### src/rtl/trng_sampler_ctrl.sv
// trng_sampler_ctrl: sequences a 2:1 ring-oscillator mux and samples each source in turn.
// Each output bit is the XOR of one source-0 sample and one source-1 sample. Bits are
// packed LSB-first into WIDTH-bit words and handed over on a valid/ready handshake.
// Optional build macro: TRNG_HEALTH_EN adds a repetition-count health test with a
// sticky FAULT state.
module trng_sampler_ctrl #(
    parameter int unsigned WIDTH         = 8,
    parameter int unsigned SETTLE_CYCLES = 4,
    parameter int unsigned SAMPLE_DIV    = 16,
    parameter int unsigned REP_LIMIT     = 16
) (
    input  logic             clk,
    input  logic             rst_n,
    input  logic             ena,
    input  logic             mux_y,
    output logic             mux_sel,
    output logic [WIDTH-1:0] rnd_data,
    output logic             rnd_valid,
    input  logic             rnd_ready,
    output logic             busy,
    output logic             health_fail
);

    localparam int unsigned P  = SETTLE_CYCLES + SAMPLE_DIV;
    localparam int unsigned PW = (P > 1) ? $clog2(P) : 1;
    localparam int unsigned BW = $clog2(WIDTH + 1);
    localparam logic [PW-1:0] PLast = PW'(P - 1);
    localparam logic [BW-1:0] BLast = BW'(WIDTH - 1);

    typedef enum logic [2:0] {
        StIdle,
        StPhase0,
        StPhase1,
        StHold,
        StFault
    } state_t;

    state_t           state_q, state_d;
    logic [PW-1:0]    pcnt_q, pcnt_d;
    logic [BW-1:0]    bcnt_q, bcnt_d;
    logic [WIDTH-1:0] shreg_q, shreg_d;
    logic [WIDTH-1:0] rnd_data_q, rnd_data_d;
    logic             rnd_valid_q, rnd_valid_d;
    logic             mux_sel_q, mux_sel_d;
    logic             a_q, a_d;
    logic             lead_q, lead_d;
    logic [1:0]       sync_q;
    logic             ys;
    logic             sample;
    logic             new_bit;
    logic [WIDTH-1:0] new_word;
    logic             fault_hit;
    logic             clr_run;

    // Two-flop synchronizer for the asynchronous mux output
    always_ff @(posedge clk or negedge rst_n) begin
        if (!rst_n) begin
            sync_q <= 2'b00;
        end else begin
            sync_q <= {sync_q[0], mux_y};
        end
    end

    assign ys       = sync_q[1];
    // lead_q inserts one idle phase cycle after IDLE exit so the first word has the same
    // latency as the steady-state word period (which includes the HOLD cycle).
    assign sample   = (pcnt_q == PLast) && !lead_q;
    assign new_bit  = a_q ^ ys;
    assign new_word = {new_bit, shreg_q[WIDTH-1:1]};

`ifdef TRNG_HEALTH_EN
    localparam int unsigned RW = $clog2(REP_LIMIT + 1);
    localparam logic [RW-1:0] RLimit = RW'(REP_LIMIT);

    logic [RW-1:0] rcnt_q, rcnt_d, rcnt_next;
    logic          prev_q, prev_d;
    logic          health_fail_q, health_fail_d;

    // Run length of the combined bit stream, including the bit being produced now
    always_comb begin
        rcnt_next = RW'(1);
        if ((rcnt_q != '0) && (new_bit == prev_q)) begin
            rcnt_next = rcnt_q + RW'(1);
        end
    end

    assign fault_hit = (state_q == StPhase1) && sample && (rcnt_next == RLimit);

    // Health state: updated on every produced bit, cleared on IDLE entry, sticky fail flag
    always_comb begin
        rcnt_d        = rcnt_q;
        prev_d        = prev_q;
        health_fail_d = health_fail_q | fault_hit;
        if (clr_run) begin
            rcnt_d = '0;
            prev_d = 1'b0;
        end else if ((state_q == StPhase1) && sample) begin
            rcnt_d = rcnt_next;
            prev_d = new_bit;
        end
    end

    // Health registers
    always_ff @(posedge clk or negedge rst_n) begin
        if (!rst_n) begin
            rcnt_q        <= '0;
            prev_q        <= 1'b0;
            health_fail_q <= 1'b0;
        end else begin
            rcnt_q        <= rcnt_d;
            prev_q        <= prev_d;
            health_fail_q <= health_fail_d;
        end
    end

    assign health_fail = health_fail_q;
`else
    assign fault_hit   = 1'b0;
    assign health_fail = 1'b0;
`endif

    // Next-state and datapath update for the sequencer
    always_comb begin
        state_d     = state_q;
        pcnt_d      = pcnt_q;
        bcnt_d      = bcnt_q;
        shreg_d     = shreg_q;
        rnd_data_d  = rnd_data_q;
        rnd_valid_d = rnd_valid_q;
        mux_sel_d   = mux_sel_q;
        a_d         = a_q;
        lead_d      = lead_q;
        clr_run     = 1'b0;
        unique case (state_q)
            StIdle: begin
                mux_sel_d = 1'b0;
                if (ena) begin
                    state_d = StPhase0;
                    pcnt_d  = '0;
                    bcnt_d  = '0;
                    shreg_d = '0;
                    lead_d  = 1'b1;
                end
            end
            StPhase0, StPhase1: begin
                if (!ena) begin
                    // Abort: the partial word is dropped
                    state_d   = StIdle;
                    pcnt_d    = '0;
                    bcnt_d    = '0;
                    shreg_d   = '0;
                    lead_d    = 1'b0;
                    mux_sel_d = 1'b0;
                    clr_run   = 1'b1;
                end else if (lead_q) begin
                    lead_d = 1'b0;
                end else if (!sample) begin
                    pcnt_d = pcnt_q + PW'(1);
                end else if (state_q == StPhase0) begin
                    a_d       = ys;
                    pcnt_d    = '0;
                    state_d   = StPhase1;
                    mux_sel_d = 1'b1;
                end else begin
                    shreg_d   = new_word;
                    pcnt_d    = '0;
                    mux_sel_d = 1'b0;
                    if (fault_hit) begin
                        state_d = StFault;
                    end else if (bcnt_q == BLast) begin
                        state_d     = StHold;
                        bcnt_d      = '0;
                        rnd_data_d  = new_word;
                        rnd_valid_d = 1'b1;
                    end else begin
                        state_d = StPhase0;
                        bcnt_d  = bcnt_q + BW'(1);
                    end
                end
            end
            StHold: begin
                mux_sel_d = 1'b0;
                if (rnd_ready) begin
                    rnd_valid_d = 1'b0;
                    bcnt_d      = '0;
                    pcnt_d      = '0;
                    if (ena) begin
                        state_d = StPhase0;
                    end else begin
                        state_d = StIdle;
                        shreg_d = '0;
                        clr_run = 1'b1;
                    end
                end
            end
            StFault: begin
                mux_sel_d   = 1'b0;
                rnd_valid_d = 1'b0;
            end
            default: begin
                state_d = StIdle;
            end
        endcase
    end

    // Sequencer state registers
    always_ff @(posedge clk or negedge rst_n) begin
        if (!rst_n) begin
            state_q     <= StIdle;
            pcnt_q      <= '0;
            bcnt_q      <= '0;
            shreg_q     <= '0;
            rnd_data_q  <= '0;
            rnd_valid_q <= 1'b0;
            mux_sel_q   <= 1'b0;
            a_q         <= 1'b0;
            lead_q      <= 1'b0;
        end else begin
            state_q     <= state_d;
            pcnt_q      <= pcnt_d;
            bcnt_q      <= bcnt_d;
            shreg_q     <= shreg_d;
            rnd_data_q  <= rnd_data_d;
            rnd_valid_q <= rnd_valid_d;
            mux_sel_q   <= mux_sel_d;
            a_q         <= a_d;
            lead_q      <= lead_d;
        end
    end

    assign mux_sel   = mux_sel_q;
    assign rnd_data  = rnd_data_q;
    assign rnd_valid = rnd_valid_q;
    assign busy      = (state_q != StIdle);

endmodule
### config.mk
export PLATFORM = sky130hd
export DESIGN_NAME = trng_sampler_ctrl
export DESIGN_NICKNAME = d
export VERILOG_FILES = /design/src/rtl/trng_sampler_ctrl.sv
export SDC_FILE = /design/constraint.sdc
export NUM_CORES = 1
export LEC_CHECK = 0
export CORE_ASPECT_RATIO = 1.4
export CORE_MARGIN = 8
export CORE_UTILIZATION = 35
export CTS_CLUSTER_SIZE = 20
export DETAILED_ROUTE_END_ITERATION = 8
export PLACE_DENSITY = 0.62
export SLEW_MARGIN = 25
export SYNTH_ARGS = -nofsm -noshare
export SYNTH_HDL_FRONTEND = slang
export SYNTH_SLANG_ARGS = --single-unit
### constraint.sdc
create_clock -name clk -period 2.05 [get_ports clk]
set_input_delay 0.205 -clock clk [delete_from_list [all_inputs] [get_ports clk]]
set_output_delay 0.205 -clock clk [all_outputs]
set_load 0.05 [all_outputs]
==> results.cfg <==
[setup_path]
crit_fanout = 10
cp-end-kind = flip-flop
startpoint_type = flip-flop
worst_ep_required_time_ns = 2.22
crit_type = flip-flop to flip-flop
arrival_ns = 2.12

[global_routing]
grt_overflow_total = 0
via_count_of_the_first_global_routing_pass = 1230
antenna_found_initial = 0
grt_start_max_net_pins = 33
global_route_wire_length_before_repair_mm = 5.86
grt_overall_usage_pct = 11.1

[synth]
synth.most_common_cell = sky130_fd_sc_hd__dfrtp_1
synth_ff_type = sky130_fd_sc_hd__dfrtp_1
synth_common_cells = sky130_fd_sc_hd__dfrtp_1 (32), sky130_fd_sc_hd__mux2_2 (9)
postSynthRegisterBits = 32
synth-async-reset-ratio_pct = 100
area_of_the_mapped_netlist_sq_um = 1580
top_cells_by_area_synth = sky130_fd_sc_hd__dfrtp_1 (51%), sky130_fd_sc_hd__mux2_2 (6.4%), sky130_fd_sc_hd__ha_1 (4.7%), sky130_fd_sc_hd__a22o_2 (3.8%), sky130_fd_sc_hd__nand3_1 (2.5%)
yosys_warnings = 0
synth_cell_type_count = 44
synth_nets = 148
synth_top_area_share_pct = 50.6
netlist_instances = 137
post_synth_top_area_cell = sky130_fd_sc_hd__dfrtp_1
seq_area_frac_synth_pct = 50.6
post_synth.cell_area_avg_sq_um = 11.5
synth_enable_flop_cells = 0

[clocking]
cts.root.buffer_cell = sky130_fd_sc_hd__clkbuf_8
tritoncts = built
cts.path.max_buffers = 2
h-tree-depth = 2
cts_made_buffers = 5
clk_slew_on_worst_s_h_paths_ns = 0.07
number_of_sinks_handled_by_clock_tree_synthesis = 32
post_cts.repair.setup_buffers = 0
clk_latency_ns = 0.28

[route]
detail_route.first_pass.iterations = 4
routed-via-count = 1162
drtAntennaViolNets = 0
drcViolationCount = 0
viasPerCell = 5.05
detail_route.wl_per_cell_microns = 14.5
detail_route.wirelength_mm = 3.34
drt_iter0_markers = 76

[timing]
slew_headroom_pct = 66.2
grt_setup_unrepaired = no
tightestPinTransition_ns = 0.505
fin_tns_setup_ns = 0
timing.clock.skew_ns = 0.00341
finalWorstPathRequiredPeriod_ns = 1.94
final-setup-viol-count = 0
period_share_pct = 94.8
timing_max_transition_violations_final = 0
clock.fmax_ghz = 0.514
hold_violations = 0

[finish]
insertedDiodeCount = 0
area.growth.synth_to_final_pct = 25.9
final-seq-area_sq_um = 802
n_fill_cell = 445
final_core_utilization_pct = 45.0
finish.instance_area_sq_um = 1990
final_layout_size_suffix_gt1_share_pct = 27.4
nets = 178
total_area_of_multi_input_combinational_cells_sq_um = 727

[floorplan]
design.die.area_sq_um = 6960
core_area_sq_um = 4430
fp.dieH_microns = 95.5
die_width_microns = 72.8
initial_utilization_pct = 35.7
io_count = 17
std_cell_rows = 29

[run]
maxCapViolCount = 0

[pwr]
power_density_nw_per_um2 = 947
totalPowerFinal_mw = 1.89
vdd_ir_drop_max_v = 0.000551
static-leakage-power_nw = 0.946

[placement]
gp_routability_congestion = 0.869
placedInstanceArea_sq_um = 1870
quantity_of_i_o_buffers_inserted_on_ports = 15
dpl.hpwl_mm = 2.43

[hold_path]
min-delay-path-class = input pin to async pin

[status]
result_of_the_run = finished, final reports clean
per-stage QoR:
stage               hold WS, ns  cells  setup slack [ns]
floorplan               -0.0906    137            0.0410
global placement          0.332    222            0.0749
detailed placement        0.353    222           0.00849
CTS                       0.328    230            0.0410
global route              0.341    230           0.00513
finish                    0.318    230             0.106
worst max-delay path, cell delays in order, from the launching register on:
cell and delay (ns):
sky130_fd_sc_hd__dfrtp_2 0.45, sky130_fd_sc_hd__inv_4 0.09, sky130_fd_sc_hd__ha_4 0.21, sky130_fd_sc_hd__and2_1 0.18
sky130_fd_sc_hd__a211o_2 0.34, sky130_fd_sc_hd__buf_4 0.18, sky130_fd_sc_hd__a21o_2 0.20, sky130_fd_sc_hd__a21o_1 0.18
cell type report:
type,instances,area share (%)
Clock buffer,6,3.64
Clock inverter,2,1.76
Inverter,8,1.63
Multi-Input combinational cell,92,36.5
Sequential cell,32,40.3
Tap cell,62,3.89
Timing Repair Buffer,28,12.3
flip-flops by register name (all words and copies together), names as in the netlist:
signal / count
sync_q: 2
lead_q: 1
mux_sel: 1
rnd_valid: 1
bcnt_q: 4
shreg_q: 7
pcnt_q: 5
rnd_data: 8
state_q: 2
a_q: 1
metal layers:
layer	global-route usage (%)	up-vias	wire length [microns]
met5	0	-	0
met4	7.54	0	106
met3	4.00	8	159
met1	11.6	571	1440
li1	-	560	-
met2	18.2	23	1630
worst paths after layout:
check                                       startpoint                      end  slack (ns)  cells past startpoint
worst max-delay path            state_q[0]$_DFFE_PN0P_    bcnt_q[0]$_DFFE_PN0P_        0.11                      7
worst min-delay path                             rst_n  rnd_data[4]$_DFFE_PN0P_        0.32                      2
worst max register to register  state_q[0]$_DFFE_PN0P_    bcnt_q[0]$_DFFE_PN0P_        0.11                      7
worst min register to register     sync_q[0]$_DFF_PN0_      sync_q[1]$_DFF_PN0_        0.37                      0
max in group asynchronous                        rst_n   state_q[0]$_DFFE_PN0P_        1.41                      2
min in group clk                   sync_q[0]$_DFF_PN0_      sync_q[1]$_DFF_PN0_        0.37                      0
kinds of logic (layout without fill, tap and decap cells):
group / after synthesis / in the layout / share of synthesized area, %
multiplexers: 12 / 12 / 8.31
flip-flops: 32 / 32 / 50.6
adder cells (fa/ha/maj): 6 / 6 / 4.75
AO/OA/AOI/OAI: 34 / 34 / 16.9
XOR/XNOR: 1 / 1 / 0.554
other: 1 / 1 / 0.237
AND/OR/NAND/NOR: 38 / 38 / 14.1
buffers and inverters: 13 / 44 / 4.59
repair_timing:
action | 4_1_cts | 5_1_grt
endpoints found under the setup margin | 2 | 15
gates resized for setup | 1 | 3
hold buffers | 0 | 0
pin swaps | 0 | 1
endpoints found under the hold margin | 0 | 0
power breakdown:
| part | leakage [nW] | internal (mW) | switching, mW | total (mW) |
|---|---|---|---|---|
| combinational | 0.459 | 0.238 | 0.330 | 0.568 |
| clock | 0.0552 | 0.360 | 0.228 | 0.588 |
| sequential | 0.432 | 0.672 | 0.0571 | 0.729 |
| total | 0.946 | 1.27 | 0.615 | 1.89 |
placed cells by master, fill, tap and decap left out, types with 2 or more instances in the layout:
master                            count
sky130_fd_sc_hd__a22o_2               6
sky130_fd_sc_hd__a22o_1               3
sky130_fd_sc_hd__ha_1                 5
sky130_fd_sc_hd__inv_1                7
sky130_fd_sc_hd__nand3_1              8
sky130_fd_sc_hd__dfrtp_1             31
sky130_fd_sc_hd__nand2_1              8
sky130_fd_sc_hd__a21oi_1              2
sky130_fd_sc_hd__a31oi_1              2
sky130_fd_sc_hd__nor2b_1              3
sky130_fd_sc_hd__mux2_2               9
sky130_fd_sc_hd__clkdlybuf4s50_1     14
sky130_fd_sc_hd__nor2_1               5
sky130_fd_sc_hd__or4_1                2
sky130_fd_sc_hd__o21ai_0              8
sky130_fd_sc_hd__mux2i_1              3
sky130_fd_sc_hd__clkbuf_8             5
sky130_fd_sc_hd__buf_4               14
(Power assumes the default switching activity.)
